--- src/rtl/demux1to4_stream.sv ---
// Registered 1-to-4 stream demultiplexer with a one-word holding register per output channel.
// Optional DEMUX_ROUND_ROBIN_EN: destination comes from an internal rotating pointer instead of S.
module demux1to4_stream #(
  parameter int N = 32
) (
  input  logic           clk,
  input  logic           rstb,
  input  logic [N-1:0]   X,
  input  logic           X_valid,
  output logic           X_ready,
  input  logic [1:0]     S,
  output logic [4*N-1:0] Z,
  output logic [3:0]     Z_valid,
  input  logic [3:0]     Z_ready,
  output logic [15:0]    accept_count
);

  localparam logic [0:0] ST_EMPTY = 1'b0;
  localparam logic [0:0] ST_FULL  = 1'b1;

  logic [1:0]  w_dest;
  logic        w_accept;
  logic [3:0]  w_load;
  logic [15:0] r_count;

`ifdef DEMUX_ROUND_ROBIN_EN
  logic [1:0] r_ptr;
  logic       w_unused_s;

  // The pointer only moves on an accept; a stalled channel blocks the stream rather than being skipped.
  always_ff @(posedge clk or negedge rstb) begin
    if (!rstb) begin
      r_ptr <= 2'd0;
    end else if (w_accept) begin
      r_ptr <= r_ptr + 2'd1;
    end
  end

  assign w_dest     = r_ptr;
  assign w_unused_s = ^S;
`else
  assign w_dest = S;
`endif

  // A full channel can still take a word when its consumer drains on the same edge.
  assign X_ready  = !Z_valid[w_dest] || Z_ready[w_dest];
  assign w_accept = X_valid && X_ready;

  genvar gi;
  generate
    for (gi = 0; gi < 4; gi++) begin : g_ch
      logic [0:0]   r_state;
      logic [0:0]   w_state_next;
      logic [N-1:0] r_data;

      assign w_load[gi] = w_accept && (w_dest == 2'(gi));

      always_comb begin
        w_state_next = r_state;
        case (r_state)
          ST_EMPTY: if (w_load[gi]) w_state_next = ST_FULL;
          ST_FULL:  if (!w_load[gi] && Z_ready[gi]) w_state_next = ST_EMPTY;
          default:  w_state_next = ST_EMPTY;
        endcase
      end

      always_ff @(posedge clk or negedge rstb) begin
        if (!rstb) begin
          r_state <= ST_EMPTY;
        end else begin
          r_state <= w_state_next;
        end
      end

      // Data is not cleared on drain; it is only meaningful while the channel is full.
      always_ff @(posedge clk or negedge rstb) begin
        if (!rstb) begin
          r_data <= '0;
        end else if (w_load[gi]) begin
          r_data <= X;
        end
      end

      assign Z[gi*N +: N] = r_data;
      assign Z_valid[gi]  = (r_state == ST_FULL);
    end
  endgenerate

  always_ff @(posedge clk or negedge rstb) begin
    if (!rstb) begin
      r_count <= 16'd0;
    end else if (w_accept) begin
      r_count <= r_count + 16'd1;
    end
  end

  assign accept_count = r_count;

endmodule

--- config.mk ---
export PLATFORM = sky130hd
export DESIGN_NAME = demux1to4_stream
export DESIGN_NICKNAME = d
export VERILOG_FILES = /design/src/rtl/demux1to4_stream.sv
export SDC_FILE = /design/constraint.sdc
export NUM_CORES = 1
export LEC_CHECK = 0
export ABC_CLOCK_PERIOD_IN_PS = 4300
export CAP_MARGIN = 5
export CORE_MARGIN = 2
export CORE_UTILIZATION = 25
export DETAILED_ROUTE_END_ITERATION = 6
export PLACE_DENSITY = 0.57
export RECOVER_POWER = 50
export SYNTH_ARGS = -nofsm -noshare
export SYNTH_HDL_FRONTEND = slang
export SYNTH_SLANG_ARGS = --single-unit
--- constraint.sdc ---
create_clock -name clk -period 4.3 [get_ports clk]
set_input_delay 0.86 -clock clk [delete_from_list [all_inputs] [get_ports clk]]
set_output_delay 0.86 -clock clk [all_outputs]
set_load 0.1 [all_outputs]
==> impl_metrics.tcl, run 1 <==
set metrics [dict create \
    drc 0 \
    fin_tns_setup_ns 0 \
    grt_pass1_vias 4088 \
    die_h_um 157.4 \
    cts_tree "yes" \
    drv_cap 1 \
    ys_types 31 \
    outcome "complete, but fails checks" \
    fillers 2279 \
    cts_root_buf "clkbuf_16" \
    max_slew.worst_pin.slew_ns 2.102 \
    cellPowerDensity_nw_per_um2 766.6 \
    finalHoldViolations 0 \
    vias 3727 \
    power_switching_share_pct 49.21 \
    ios 190 \
    drt_iter0_markers 68 \
    p_int_mw 3.397 \
    finalNonFillerCells 889 \
    seq_area_frac_synth_pct 62.93 \
    cts_hold_buffers 0 \
    layout_min_cycle_time_ns 3.526 \
    drtAntennaViolNets 0 \
    cp-end-kind "primary output" \
    critPathKind "in -> out" \
    cp.required_ns 3.44 \
    wire_per_inst_um 16.74 \
    async_flop_share_pct 100.0 \
    overflow 0 \
    antenna_cells 0 \
    dp_hpwl_um 9889 \
    h-tree-depth 4 \
    violations "capacitance limit, slew limit" \
    finalNetCount 599 \
    cts_setup_buffers 0 \
    gp_congestion 0.7672 \
    rsz0062_at_grt "no" \
    initial_core_util_pct 25.30 \
    vias_per_cell 4.192 \
    worst-path-max-fanout 15 \
    drive_gt1_share_pct 31.05 \
    syn_area_per_cell_um2 16.30 \
    synth-edff-count 0 \
    core_area_um2 23260 \
    die_area_um2 24790 \
    synth_top_area_share_pct 62.93 \
    synth_area_um2 5886 \
    synth_seq_cells 148 \
    slew_headroom_pct -40.14 \
    synth_top_area_cell "dfrtp_1" \
    rows 56 \
    clkTransAtPathRegs_ns 0.07 \
    cts_resized 0 \
    grt_max_degree 81 \
    port_buffers 189 \
    pwr-share-comb_pct 49.0 \
    antenna_found_initial 0 \
    clk_path_buf_depth 2 \
    synthCells 361 \
    startpoint_type "primary input" \
    yosysWarnings 0 \
    worst_hold_path_type "reg -> reg" \
    ys_top_cells_by_count "dfrtp_1, mux2_2, mux2_4, xor2_1" \
    seq_power_share_pct 27.9 \
    grt_first_pass_wirelength_um 23600 \
    power.leakage_nw 3.702 \
    synth_most_common_cell "dfrtp_1" \
    post-route-period-util_pct 82.00 \
    max_freq_ghz 0.2836 \
    cts.sinks 148 \
    hold_start "accept_count[15]$_DFFE_PN0P_" \
    ys_top_cells_by_area "dfrtp_1, mux2_2, mux2_4" \
    setup_viol 0 \
    ir_drop_mv 0.3963 \
    worstSetupStartpoint "S[1]" \
    drt_wl_total_um 14890 \
    numCtsBuffers 17 \
    synth_top_flop_cell "dfrtp_1" \
    dr.pass1.iters 4 \
    grt_usage_pct 12.49 \
    cp_data_arrival_time_ns 2.67 \
    clock_skew_ns 0.009189 \
    timing.rr.start "g_ch[0].r_state$_DFF_PN0_" \
    fp.dieW_um 157.4 \
    drv_slew 80 \
    dp_cells 857 \
    clock_latency_ns 0.41 \
    syn_nets 403 \
    syn2layout_area_growth_pct 48.21 \
    p_clk_share_pct 23.1 \
    p_switching_mw 3.291 \
]
==> cell usage in the layout, fill, tap and decap left out, types with 2 or more instances in the layout <==
cell / n
inv_1: 3
mux2_2: 100
xnor2_1: 3
clkdlybuf4s50_1: 185
buf_12: 2
inv_6: 4
clkbuf_16: 17
nor2b_1: 3
clkbuf_1: 3
nand3_1: 4
mux2_4: 29
bufinv_16: 3
clkinv_4: 3
nor4_1: 3
nor3_1: 6
dfrtp_1: 148
and3_1: 2
or2_2: 2
nand2_1: 10
clkinvlp_4: 2
clkbuf_2: 4
xor2_1: 12
dlygate4sd3_1: 2
nor4_4: 3
==> kinds of logic after synthesis <==
kind of cell | after synthesis | synth area share [%]
adder cells (fa/ha/maj) | 1 | 0.2126
XOR/XNOR | 15 | 2.232
multiplexers | 130 | 26.91
buffers and inverters | 22 | 2.381
AO/OA/AOI/OAI | 1 | 0.08495
flip-flops | 148 | 62.93
AND/OR/NAND/NOR | 44 | 5.251
==> layer usage <==
metal	routed length [um]	GRT usage (%)
met1	6608	16.11
met2	7021	19.53
met3	1106	4.818
met4	149	3.550
met5	0	0
==> power by group through the flow <==
stage          logic (mW)  registers (mW)  clock network, mW
3_5_place_dp         3.29            1.90                  0
4_1_cts              3.30            1.88               1.59
5_1_grt              3.37            1.91               1.66
2_1_floorplan       0.400            3.97                  0
6_report             3.28            1.87               1.54
3_3_place_gp         3.28            1.88                  0
==> area by class of cell <==
class / instances / area (um2) / share of cell area [%]
Tap cell: 319 / 399.1 / 4.575
Multi-Input combinational cell: 191 / 2052 / 23.52
Timing Repair Buffer: 195 / 1939 / 22.23
Clock inverter: 13 / 171.4 / 1.965
Clock buffer: 19 / 442.9 / 5.077
Sequential cell: 148 / 3704 / 42.46
Inverter: 4 / 15.01 / 0.1721
==> per-stage QoR <==
| stage | setup slack (ns) | util (%) | hold slack (ns) | area [um2] | total power [mW] |
|---|---|---|---|---|---|
| after floorplan | 1.388 | - | 0.4609 | 5886 | 4.373 |
| after global placement | 0.8718 | 35.00 | 0.4691 | 8142 | 5.161 |
| after detailed placement | 0.8248 | 35.00 | 0.4729 | 8142 | 5.188 |
| after CTS | 0.8205 | 37.64 | 0.4878 | 8756 | 6.765 |
| after global routing | 0.6725 | 37.50 | 0.5032 | 8723 | 6.947 |
| final | 0.7740 | 37.50 | 0.4795 | 8723 | 6.687 |
==> worst max-delay path: stages <==
cell and delay, ns:
dlygate4sd3_1 0.68, mux4_2 0.74, inv_1 0.19, buf_12 0.19
==> path summary, 6_finish.rpt <==
path                       cells past startpoint                              to  slack [ns]
max                                            4                         X_ready        0.77
min                                            1    accept_count[15]$_DFFE_PN0P_        0.48
max reg2reg                                    4  g_ch[0].r_data[27]$_DFFE_PN0P_        1.78
min reg2reg                                    1    accept_count[15]$_DFFE_PN0P_        0.48
max in group asynchronous                      2   g_ch[2].r_data[1]$_DFFE_PN0P_        1.98
min in group asynchronous                      1     accept_count[2]$_DFFE_PN0P_        1.03
==> state kept, by name (all words and copies together) (netlist names) <==
signal        flops
g_ch.r_state      4
accept_count     16
g_ch.r_data     128
Note: power is estimated with default switching activity, not from simulation.
==> inputs of run 2 (changes only) <==
--- a/config.mk
+++ b/config.mk
@@ -5,7 +5,7 @@
 export SDC_FILE = /design/constraint.sdc
 export NUM_CORES = 1
 export LEC_CHECK = 0
-export ABC_CLOCK_PERIOD_IN_PS = 4300
+export ABC_CLOCK_PERIOD_IN_PS = 3300
 export CAP_MARGIN = 5
 export CORE_MARGIN = 2
 export CORE_UTILIZATION = 25
==> constraint.sdc (replaced) <==
create_clock -name clk -period 3.3 [get_ports clk]
set_input_delay 0.66 -clock clk [delete_from_list [all_inputs] [get_ports clk]]
set_output_delay 0.66 -clock clk [all_outputs]
set_load 0.1 [all_outputs]
==> run 2 against run 1 <==
The run still ends with capacitance limit, slew limit left. Core utilization decreased by 2.6 points. Count of clock-buffer cells in the layout is 2 higher. Sequential power grew 30%. Critical endpoint unchanged. Critical path depth did not move. Clock power increased by 30%. Sequential cell count unchanged. Clock skew increased by 0.0043 ns. Critical path type unchanged.
==> impl_metrics.tcl, run 2 (synthesis results as in run 1) <==
set metrics [dict create \
    clock_skew_ns 0.01348 \
    grt_usage_pct 11.90 \
    cp_data_arrival_time_ns 2.14 \
    top_usage_layer "met2" \
    placedInstanceArea_um2 7804 \
    cts_resized 0 \
    cellPowerDensity_nw_per_um2 1034 \
    finalNetCount 600 \
    finalHoldViolations 0 \
    rows 56 \
    worst_hold_path_type "reg -> reg" \
    regMostFlops "g_ch.r_data" \
    initial_core_util_pct 25.30 \
    timing.rr.end "g_ch[0].r_data[30]$_DFFE_PN0P_" \
    worstHoldEndpoint "accept_count[15]$_DFFE_PN0P_" \
    drt_wl_total_um 14410 \
    grt_util_met2_pct 18.34 \
    cts_setup_buffers 0 \
    h-tree-depth 4 \
    slowest_delay_ns 0.60 \
    fillers 2338 \
    multi_input_area_um2 2063 \
    drv_slew 81 \
    antenna_found_initial 0 \
    critPathBufInv 3 \
    cp.required_ns 2.64 \
    fin_hold_ws_ns 0.4745 \
    layout_commonest_cell "dfrtp_1" \
    overflow 0 \
    drtAntennaViolNets 0 \
    rsz0062_at_grt "no" \
    numCtsBuffers 17 \
    power.leakage_nw 3.604 \
    drive_gt1_share_pct 44.48 \
    grt_first_pass_wirelength_um 22600 \
    fp.dieW_um 157.4 \
    antenna_cells 0 \
    cts_tree "yes" \
    grt_pass1_vias 3994 \
    drv_cap 1 \
    syn2layout_area_growth_pct 38.12 \
    critical_path.cell_chain "clkdlybuf4s50_1 > mux4_2 > inv_1 > buf_12" \
    dr.pass1.iters 4 \
    cp.depth 4 \
    cts.sinks 148 \
    max_freq_ghz 0.3571 \
    largest_register_ffs 128 \
    critPathSlowestCell "clkdlybuf4s50_1" \
    drc 0 \
    worst-path-max-fanout 6 \
    final_cell_mix "dfrtp_1, mux2_2, buf_4, clkbuf_1, clkdlybuf4s50_1" \
    clkTransAtPathRegs_ns 0.07 \
    finalInstanceArea_um2 8129 \
    ir_drop_mv 0.4356 \
    core_area_um2 23260 \
    violations "capacitance limit, slew limit" \
    fin_tns_setup_ns 0 \
    cp-end-kind "primary output" \
    outcome "complete, but fails checks" \
    clk_path_buf_depth 2 \
    layout_min_cycle_time_ns 2.801 \
    ff_latch_area_um2 3704 \
    vias_per_cell 4.146 \
    die_h_um 157.4 \
    wire_per_inst_um 16.19 \
    clock_latency_ns 0.41 \
    grt_util_met1_pct 15.70 \
    post-route-period-util_pct 84.87 \
    r2r_cells 4 \
    hold_start "accept_count[15]$_DFFE_PN0P_" \
    gp_congestion 0.7248 \
    vias 3690 \
    startpoint_type "primary input" \
    min_path_cells 1 \
    grt_max_degree 82 \
    dp_hpwl_um 9631 \
    port_buffers 189 \
    rrSetupSlack_ns 1.38 \
    ios 190 \
    timing.rr.start "g_ch[0].r_state$_DFF_PN0_" \
    drt_iter0_markers 93 \
    cts_hold_buffers 0 \
    die_area_um2 24790 \
    critPathKind "in -> out" \
    setup_viol 0 \
    slew_headroom_pct -37.04 \
    grtUsageMet3_pct 4.213 \
    cp_top_family "buffers and inverters" \
    max_slew.worst_pin.slew_ns 2.056 \
    cts_root_buf "clkbuf_16" \
]
run 2: changes by cell type in the layout (fill, tap and decap cells not counted), sizes merged:
cell / previous run / this run
clkdlybuf4s50: 185 / 38
clkbuf: 25 / 96
dlygate4sd3: 2 / 1
clkinvlp: 2 / 3
buf: 2 / 82
inv: 8 / 6
clkinv: 4 / 3
run 2: area by class of cell:
type | instances | share of cell area, %
clock inverters | 11 | 1.832
multi-input cells | 191 | 25.38
flip-flops and latches | 148 | 45.56
inverters | 4 | 0.1847
well taps | 319 | 4.910
repair buffers | 196 | 16.47
clock buffers | 21 | 5.664
run 2: power by group:
group	leakage, nW	switching [mW]	internal (mW)
Clock	0.290	0.767	1.23
Sequential	1.77	0.245	2.19
Combinational	1.54	3.26	0.709
Total	3.60	4.27	4.14
run 2: routing by layer:
layer	wire length (um)	share of wire, %
met1	6573	46
met2	6691	46
met3	1017	7.1
met4	125	0.87
met5	0	0
run 2: per-stage QoR:
step                power, mW  instances  utilization [%]  worst slack, ns
global route            8.731        890            34.95           0.4245
CTS                     8.687        890            36.17           0.4920
floorplan               5.698        361                -           0.7878
global placement        6.599        858            33.55           0.5021
finish                  8.408        890            34.95           0.4994
detailed placement      6.635        858            33.55           0.4893
run 2: how the worst max path moves through the flow:
| stage | end | slack, ns | start |
|---|---|---|---|
| after CTS | X_ready | 0.49 | S[1] |
| after global placement | g_ch[0].r_data[22]$_DFFE_PN0P_ | 0.50 | X_valid |
| after detailed placement | g_ch[0].r_data[27]$_DFFE_PN0P_ | 0.49 | X_valid |
| after global routing | g_ch[0].r_state$_DFF_PN0_ | 0.42 | rstb |
| final | X_ready | 0.50 | S[1] |
| after floorplan | X_ready | 0.79 | Z_ready[2] |
